### config.mk
export PLATFORM = sky130hd
export DESIGN_NAME = mac_row_dm
export DESIGN_NICKNAME = d
export VERILOG_FILES = /design/src/rtl/mac_row_dm.sv
export SDC_FILE = /design/constraint.sdc
export NUM_CORES = 2
export LEC_CHECK = 0
export BUFFER_PORTS_ARGS = -buffer_cell sky130_fd_sc_hd__buf_2
export CAP_MARGIN = 30
export CORE_MARGIN = 4
export CORE_UTILIZATION = 40
export CTS_CLUSTER_SIZE = 12
export DETAILED_ROUTE_END_ITERATION = 8
export GPL_ROUTABILITY_DRIVEN = 0
export SLEW_MARGIN = 20
export SYNTH_ARGS = -nofsm -noshare
export SYNTH_HDL_FRONTEND = slang
export SYNTH_SLANG_ARGS = --single-unit
### constraint.sdc
create_clock -name clk -period 21 [get_ports clk]
set_clock_uncertainty 0.2 [all_clocks]
set_input_delay 4.2 -clock clk [delete_from_list [all_inputs] [get_ports clk]]
set_output_delay 4.2 -clock clk [all_outputs]
set_load 0.02 [all_outputs]
### src/rtl/mac_row_dm.sv
// One row of dual-mode (weight-stationary / output-stationary) MAC PEs.
// Operands and instructions ripple west to east one PE per cycle; psums flow north to south.
module mac_row_dm #(
  parameter int unsigned bw      = 4,
  parameter int unsigned psum_bw = 16,
  parameter int unsigned col     = 8
) (
  input  logic                     clk,
  input  logic                     reset,
  input  logic [bw-1:0]            in_w,
  input  logic [1:0]               inst_w,
  input  logic [psum_bw*col-1:0]   in_n,
  input  logic                     mode,
  input  logic                     rearm,
  output logic [psum_bw*col-1:0]   out_s,
  output logic [col-1:0]           valid,
  output logic [col-1:0]           load_done
);

  logic [bw-1:0]      a_q   [col];
  logic [bw-1:0]      a_d   [col];
  logic [bw-1:0]      b_q   [col];
  logic [bw-1:0]      b_d   [col];
  logic [1:0]         inst_q[col];
  logic [1:0]         inst_d[col];
  logic [psum_bw-1:0] out_q [col];
  logic [psum_bw-1:0] out_d [col];
  logic [psum_bw-1:0] acc_q [col];
  logic [psum_bw-1:0] acc_d [col];
  logic [col-1:0]     v_q, v_d;
  logic [col-1:0]     ready_q, ready_d;
  logic               mode_q;
  logic               mode_chg;

  logic [bw-1:0]      x   [col];
  logic [1:0]         ins [col];

  // Unsigned activation times signed weight; the low psum_bw bits of the
  // extended product are the wrapped result.
  function automatic logic [psum_bw-1:0] mul(input logic [bw-1:0] xv, input logic [bw-1:0] wv);
    logic [psum_bw-1:0] xe;
    logic [psum_bw-1:0] we;
    xe = {{(psum_bw-bw){1'b0}}, xv};
    we = {{(psum_bw-bw){wv[bw-1]}}, wv};
    return xe * we;
  endfunction

  assign mode_chg = (mode != mode_q);

  always_comb begin
    x[0]   = in_w;
    ins[0] = inst_w;
    for (int i = 1; i < col; i++) begin
      x[i]   = a_q[i-1];
      ins[i] = inst_q[i-1];
    end
  end

  always_comb begin
    logic [psum_bw-1:0] lane;
    logic [bw-1:0]      wgt;
    v_d     = '0;
    ready_d = ready_q;
    for (int i = 0; i < col; i++) begin
      lane      = in_n[psum_bw*i +: psum_bw];
      wgt       = lane[bw-1:0];
      a_d[i]    = (ins[i] != 2'b00) ? x[i] : a_q[i];
      b_d[i]    = b_q[i];
      inst_d[i] = ins[i];
      out_d[i]  = out_q[i];
      acc_d[i]  = acc_q[i];
      if (mode_chg) begin
        ready_d[i] = 1'b1;
        acc_d[i]   = '0;
      end else if (!mode) begin
        // A load consumed here must not reach the next PE.
        inst_d[i] = {ins[i][1], ins[i][0] & ~ready_q[i]};
        if (ins[i][0] && ready_q[i]) begin
          if (!rearm) b_d[i] = x[i];
          ready_d[i] = 1'b0;
        end
        if (ins[i][1]) begin
          out_d[i] = lane + mul(x[i], b_q[i]);
          v_d[i]   = 1'b1;
        end
      end else begin
        case (ins[i])
          2'b10: begin
            acc_d[i] = acc_q[i] + mul(x[i], wgt);
            out_d[i] = {{(psum_bw-bw){1'b0}}, wgt};
          end
          2'b01: begin
            out_d[i] = acc_q[i];
            acc_d[i] = '0;
            v_d[i]   = 1'b1;
          end
          2'b11: begin
            out_d[i] = acc_q[i] + mul(x[i], wgt);
            acc_d[i] = '0;
            v_d[i]   = 1'b1;
          end
          default: ;
        endcase
      end
      if (rearm) ready_d[i] = 1'b1;
    end
  end

  always_ff @(posedge clk or posedge reset) begin
    if (reset) begin
      for (int i = 0; i < col; i++) begin
        a_q[i]    <= '0;
        b_q[i]    <= '0;
        inst_q[i] <= '0;
        out_q[i]  <= '0;
        acc_q[i]  <= '0;
      end
      v_q     <= '0;
      ready_q <= '1;
      mode_q  <= 1'b0;
    end else begin
      for (int i = 0; i < col; i++) begin
        a_q[i]    <= a_d[i];
        b_q[i]    <= b_d[i];
        inst_q[i] <= inst_d[i];
        out_q[i]  <= out_d[i];
        acc_q[i]  <= acc_d[i];
      end
      v_q     <= v_d;
      ready_q <= ready_d;
      mode_q  <= mode;
    end
  end

  for (genvar g = 0; g < col; g++) begin : g_lane
    assign out_s[psum_bw*g +: psum_bw] = out_q[g];
  end
  assign valid     = v_q;
  assign load_done = ~ready_q;

endmodule

# ---- Word-level counts from Yosys, hierarchy flattened
# Cells that the tools add are included.
# W data, S select, Z words.
dict set report word_totals {
  ff_bits 347
  input_bits 138
  out_inout_bits 144
  elab_cells 338
}
dict set report classes {
  addsub 16
  multipliers 16
  n_eq_ne 34
  muxes 126
  bitwise_logic 18
  reduce_logical 80
}
# cell count
set op_table {}
lappend op_table {{$mux W16} 32}
lappend op_table {{$pmux W16 S3} 8}
lappend op_table {{$add A16 B16 Y16} 16}
lappend op_table {{$pmux W16 S2} 8}
lappend op_table {{$mul A5 B4 Y9} 16}
lappend op_table {{$mux W1} 78}
lappend op_table {{$reduce_bool A3 Y1} 16}
lappend op_table {{$eq A2 B2 Y1 const B} 16}
lappend op_table {{$ne A4 B1 Y1 const B} 8}
lappend op_table {{$reduce_and A2 Y1} 16}
lappend op_table {{$reduce_and A4 Y1} 8}
lappend op_table {{$reduce_bool A2 Y1} 16}
lappend op_table {{$reduce_and A3 Y1} 8}
lappend op_table {{$eq A2 B1 Y1 const B} 8}
lappend op_table {{$reduce_or A2 Y1} 8}
lappend op_table {{$not A1 Y1} 10}
lappend op_table {{$logic_and A1 B1 Y1} 8}
lappend op_table {{$not A8 Y8} 1}
lappend op_table {{$and A1 B1 Y1} 7}
lappend op_table {{$ne A3 B1 Y1 const B} 1}
lappend op_table {{$ne A1 B1 Y1} 1}

# ---- Depth between registers and ports, before layout
dict set report logic_depth {
  ltp_word 5
  depth_mapped 23
  depth_no_buf 21
}

# ---- Worst setup path after synthesis
# No wires, ideal clock.
dict set report synth_timing {
  path_kind {input -> register}
  start {input port in_w[2]}
  end {register out_q, in the netlist out_s[13]}
  t_arrival_ns 9.002
  required_ns 20.674
  setup_slack_ns 11.672
  cell_stages 21
  n_path_buf 1
  path_cell_list {clkbuf_1 nand2_1 fa_1 fa_1 fa_1 inv_1 ha_1 a21o_1 a21oi_1 o21bai_1 a21oi_1 xnor2_1 ha_1 o21a_1 o211a_1 o22ai_1 or4_1 o2111ai_1 or4_1 o31a_1 o311a_1}
}
dict set report synth_via {
  elab_chain_len 4
  word_cells_on_any_way 7
}
# element line_no
set synth_lines {}
lappend synth_lines {{start, declared} 10} ;# input logic [bw-1:0] in_w,
lappend synth_lines {{$mul A5 B4 Y9} 45} ;# return xe * we;
lappend synth_lines {{$add A16 B16 Y16, on equally long branches} {98, 83}}
lappend synth_lines {{$pmux W16 S3 / $mux W16 (equally long branches)} {87, 82}}
lappend synth_lines {{$mux W16 (*)} 75} ;# end else if (!mode) begin
lappend synth_lines {{end signal, assigned by index} 126} ;# out_q[i] <= out_d[i];
lappend synth_lines {{end, declared} 26} ;# logic [psum_bw-1:0] out_q [col];
# Mark *: on every way between the ends. The rest lies on a longest branch, timed or not. The select of a mux whose other input is x is not followed.
# A chain may end at the register's enable or synchronous reset.

# ---- Final worst setup path
# Ends and elaborated chain as after synthesis.

==> impl_metrics.py <==
metrics = {
    "run_status": {
        "outcome": "finished clean",
    },
    "global_route": {
        "use_met1": 0.2789,
        "antenna_found_initial": 22,
        "met3_usage": 0.04493,
        "grt_max_degree": 105,
        "grt_usage": 0.2044,
        "grt_busiest_layer": "met2",
        "grt_pass1_wl_um": 157900,
        "gr-total-overflow": 0,
        "use_met2": 0.3317,
        "grt_pass1_vias": 29560,
    },
    "setup_path": {
        "crit_slowest_cell": "fa_1",
        "reg2regPathDepth": 20,
        "crit_path_start": "in_w[2]",
        "worstPathCellList": "buf_2 -> nand2_1 -> fa_1 -> fa_1 -> fa_1 -> inv_1 -> ha_1 -> a21o_1 -> a21oi_1 -> o21bai_1 -> a21oi_1 -> xnor2_1 -> ha_1 -> o21a_1 -> o211a_1 -> o22ai_1 -> or4_1 -> o2111ai_1 -> or4_1 -> o31a_1 -> o311a_1",
        "r2r-start": "a_q[22]",
        "max_stage_delay_ns": 0.56,
        "setup.worst_path.class": "in -> reg",
        "cp_max_fo": 10,
        "critPathArrivalTime_ns": 9.39,
        "required_ns": 21.26,
        "crit_path_end": "out_s[13]",
        "r2r-end": "out_s[61]",
        "cpMostUsedCell": "fa_1",
        "r2r_setup_slack_ns": 15.06,
        "endpoint_kind": "flip-flop",
        "start_kind": "input port",
    },
    "finish": {
        "final_cell_mix": "ha_1, dfrtp_1, nor2_1, nand2_1, inv_1",
        "final-seq-area_um2": 8693,
        "nFillCells": 8612,
        "drive_gt1_frac": 0.1260,
        "fin_nets": 4974,
        "area_delta_synth_final_pct": 12.30,
        "multi_input_area_um2": 25040,
        "final_common_cell": "ha_1",
    },
    "clocking": {
        "clk_pin_slew_ns": 0.06,
        "insertion_delay_ns": 0.59,
        "post-cts-setup-buffers": 0,
        "cts-resized-gates": 0,
        "cts_made_buffers": 46,
        "clockBufferDepth": 3,
        "root_buffer": "clkbuf_16",
        "holdBufCountCts": 0,
        "clock-sinks": 347,
        "htree_num_levels": 2,
        "cts_tree": "yes",
    },
    "floorplanning": {
        "core_um2": 87290,
        "fp.dieW_um": 305.5,
        "ioPinCount": 282,
        "initial_utilization": 0.4056,
        "rows": 108,
        "die-area_um2": 93340,
        "die_y_um": 305.5,
    },
    "drt": {
        "drc": 0,
        "routedWlPerCell_um": 18.08,
        "ant_nets": 0,
        "wirelength_um": 97940,
        "drt_iter0_markers": 1817,
        "avgViaCountPerCell": 5.517,
        "via_count": 29880,
        "first_pass_iters": 5,
    },
    "timing": {
        "setup_tns_ns": 0,
        "relSlewSlack": 0.3332,
        "worstMarginPinSlew_ns": 0.9927,
        "max_freq_mhz": 109.6,
        "drv_slew": 0,
        "rsz0062_at_grt": "false",
        "period_minus_slack_ns": 9.124,
        "period_share": 0.4345,
        "setup_violations": 0,
        "finalHoldViolations": 0,
    },
    "logic_synthesis": {
        "yosys_warnings": 0,
        "synth_edf_count": 0,
        "syn_area_um2": 35410,
        "syn_nets": 4757,
        "synth_ff_type": "dfrtp_1",
        "synthCells": 3991,
        "synth_seq_cells": 347,
        "ys_seq_area_frac": 0.2455,
        "synth_cell_type_count": 114,
        "syn_avg_cell_area_um2": 8.872,
        "synth-async-reset-ratio": 1.000,
    },
    "power_and_ir_drop": {
        "vdd_drop_max_mv": 0.1404,
        "cellPowerDensity_nw_per_um2": 155.6,
        "leakagePower_nw": 19.55,
        "power_mw": 6.187,
    },
    "worst_hold_path": {
        "hold_class": "reg -> reg",
    },
    "placed_design": {
        "hpwlAfterDp_um": 75110,
        "port_buffers": 281,
    },
    "job": {
        "timing.max_cap.violations": 0,
    },
}
-- cell usage after synthesis (29+ instances only) --
cell	instances	area share
ha_1	532	0.19
dfrtp_1	339	0.24
nor2_1	318	0.034
nand2_1	304	0.032
inv_1	297	0.031
a21oi_1	250	0.035
o21ai_0	204	0.029
xnor2_1	169	0.042
and2_1	131	0.023
clkbuf_1	125	0.013
a22o_1	112	0.028
fa_1	96	0.054
a21o_1	79	0.017
xor2_1	70	0.017
nor3_1	68	0.0096
mux2_2	58	0.018
o21a_1	58	0.012
nand3_1	56	0.0079
a211oi_1	53	0.011
nand2b_1	53	0.0094
mux2i_1	38	0.011
o21bai_1	31	0.0066
a221oi_1	29	0.0072
a22oi_1	29	0.0061
-- report_power, final --
part | total [mW] | internal, mW | leakage, nW | switching (mW)
registers | 1.14 | 0.905 | 4.35 | 0.235
logic | 4.18 | 1.82 | 14.4 | 2.36
clock network | 0.867 | 0.534 | 0.805 | 0.333
-- through the flow --
stage               instance area (µm²)  setup slack [ns]  utilization  hold slack [ns]  cells
floorplan                         35410             6.991            -           0.1519   3991
global placement                  37990             11.41       0.4352           0.2587   5307
detailed placement                38000             11.31       0.4353           0.2658   5309
CTS                               39630             11.93       0.4540           0.2795   5394
global route                      39740             11.60       0.4553           0.3037   5408
finish                            39760             11.88       0.4555           0.2726   5416
-- cells by family after synthesis --
group                      synth area share
AOI/OAI and AO/OA                    0.2232
and+or+nand+nor                      0.1465
adders and majority gates            0.2423
buffers and inverters               0.04951
DFF                                  0.2455
xor gates and xnor gates            0.06347
muxes                               0.02951
-- layer usage --
layer | routed length [µm] | part of all wire | vias to the layer above
met4 | 2072 | 0.021 | 14
met5 | 211 | 0.0022 | -
met3 | 5883 | 0.060 | 139
li1 | - | - | 14850
met2 | 43760 | 0.45 | 574
met1 | 46010 | 0.47 | 14310
-- cell type report --
cell class              instances  share of cell area
clock inverters                19            0.007899
clock buffers                  66             0.03310
well taps                    1155             0.03635
multi-input cells            3189              0.6298
repair buffers                324             0.04468
flip-flops and latches        347              0.2186
diodes                         16            0.001007
inverters                     300             0.02854
-- worst min-delay path by stage --
stage	endpoint	cells past startpoint	slack (ns)	start
2_1_floorplan	ins[11]	0	0.15	ins[13]
3_3_place_gp	out_s[67]	2	0.26	out_s[67]
3_5_place_dp	out_s[1]	2	0.27	out_s[1]
4_1_cts	out_s[1]	2	0.28	out_s[1]
5_1_grt	out_s[37]	1	0.30	out_s[37]
6_report	out_s[18]	2	0.27	out_s[18]
-- worst max-delay path: cells and delay by family --
| kind | cells | cell delay (ns) |
|---|---|---|
| and+or+nand+nor | 3 | 0.71 |
| AOI/OAI and AO/OA | 10 | 1.77 |
| xor gates and xnor gates | 1 | 0.34 |
| buffers and inverters | 2 | 0.25 |
| adders and majority gates | 5 | 2.11 |
-- registers in the layout, summed over array words and instances, names as in the netlist --
signal / flops
a_q: 28
mode_q: 1
acc_q: 128
valid: 8
ins: 14
ready_q: 8
b_q: 32
out_s: 128
No activity file was read; power rests on OpenSTA's default activity.
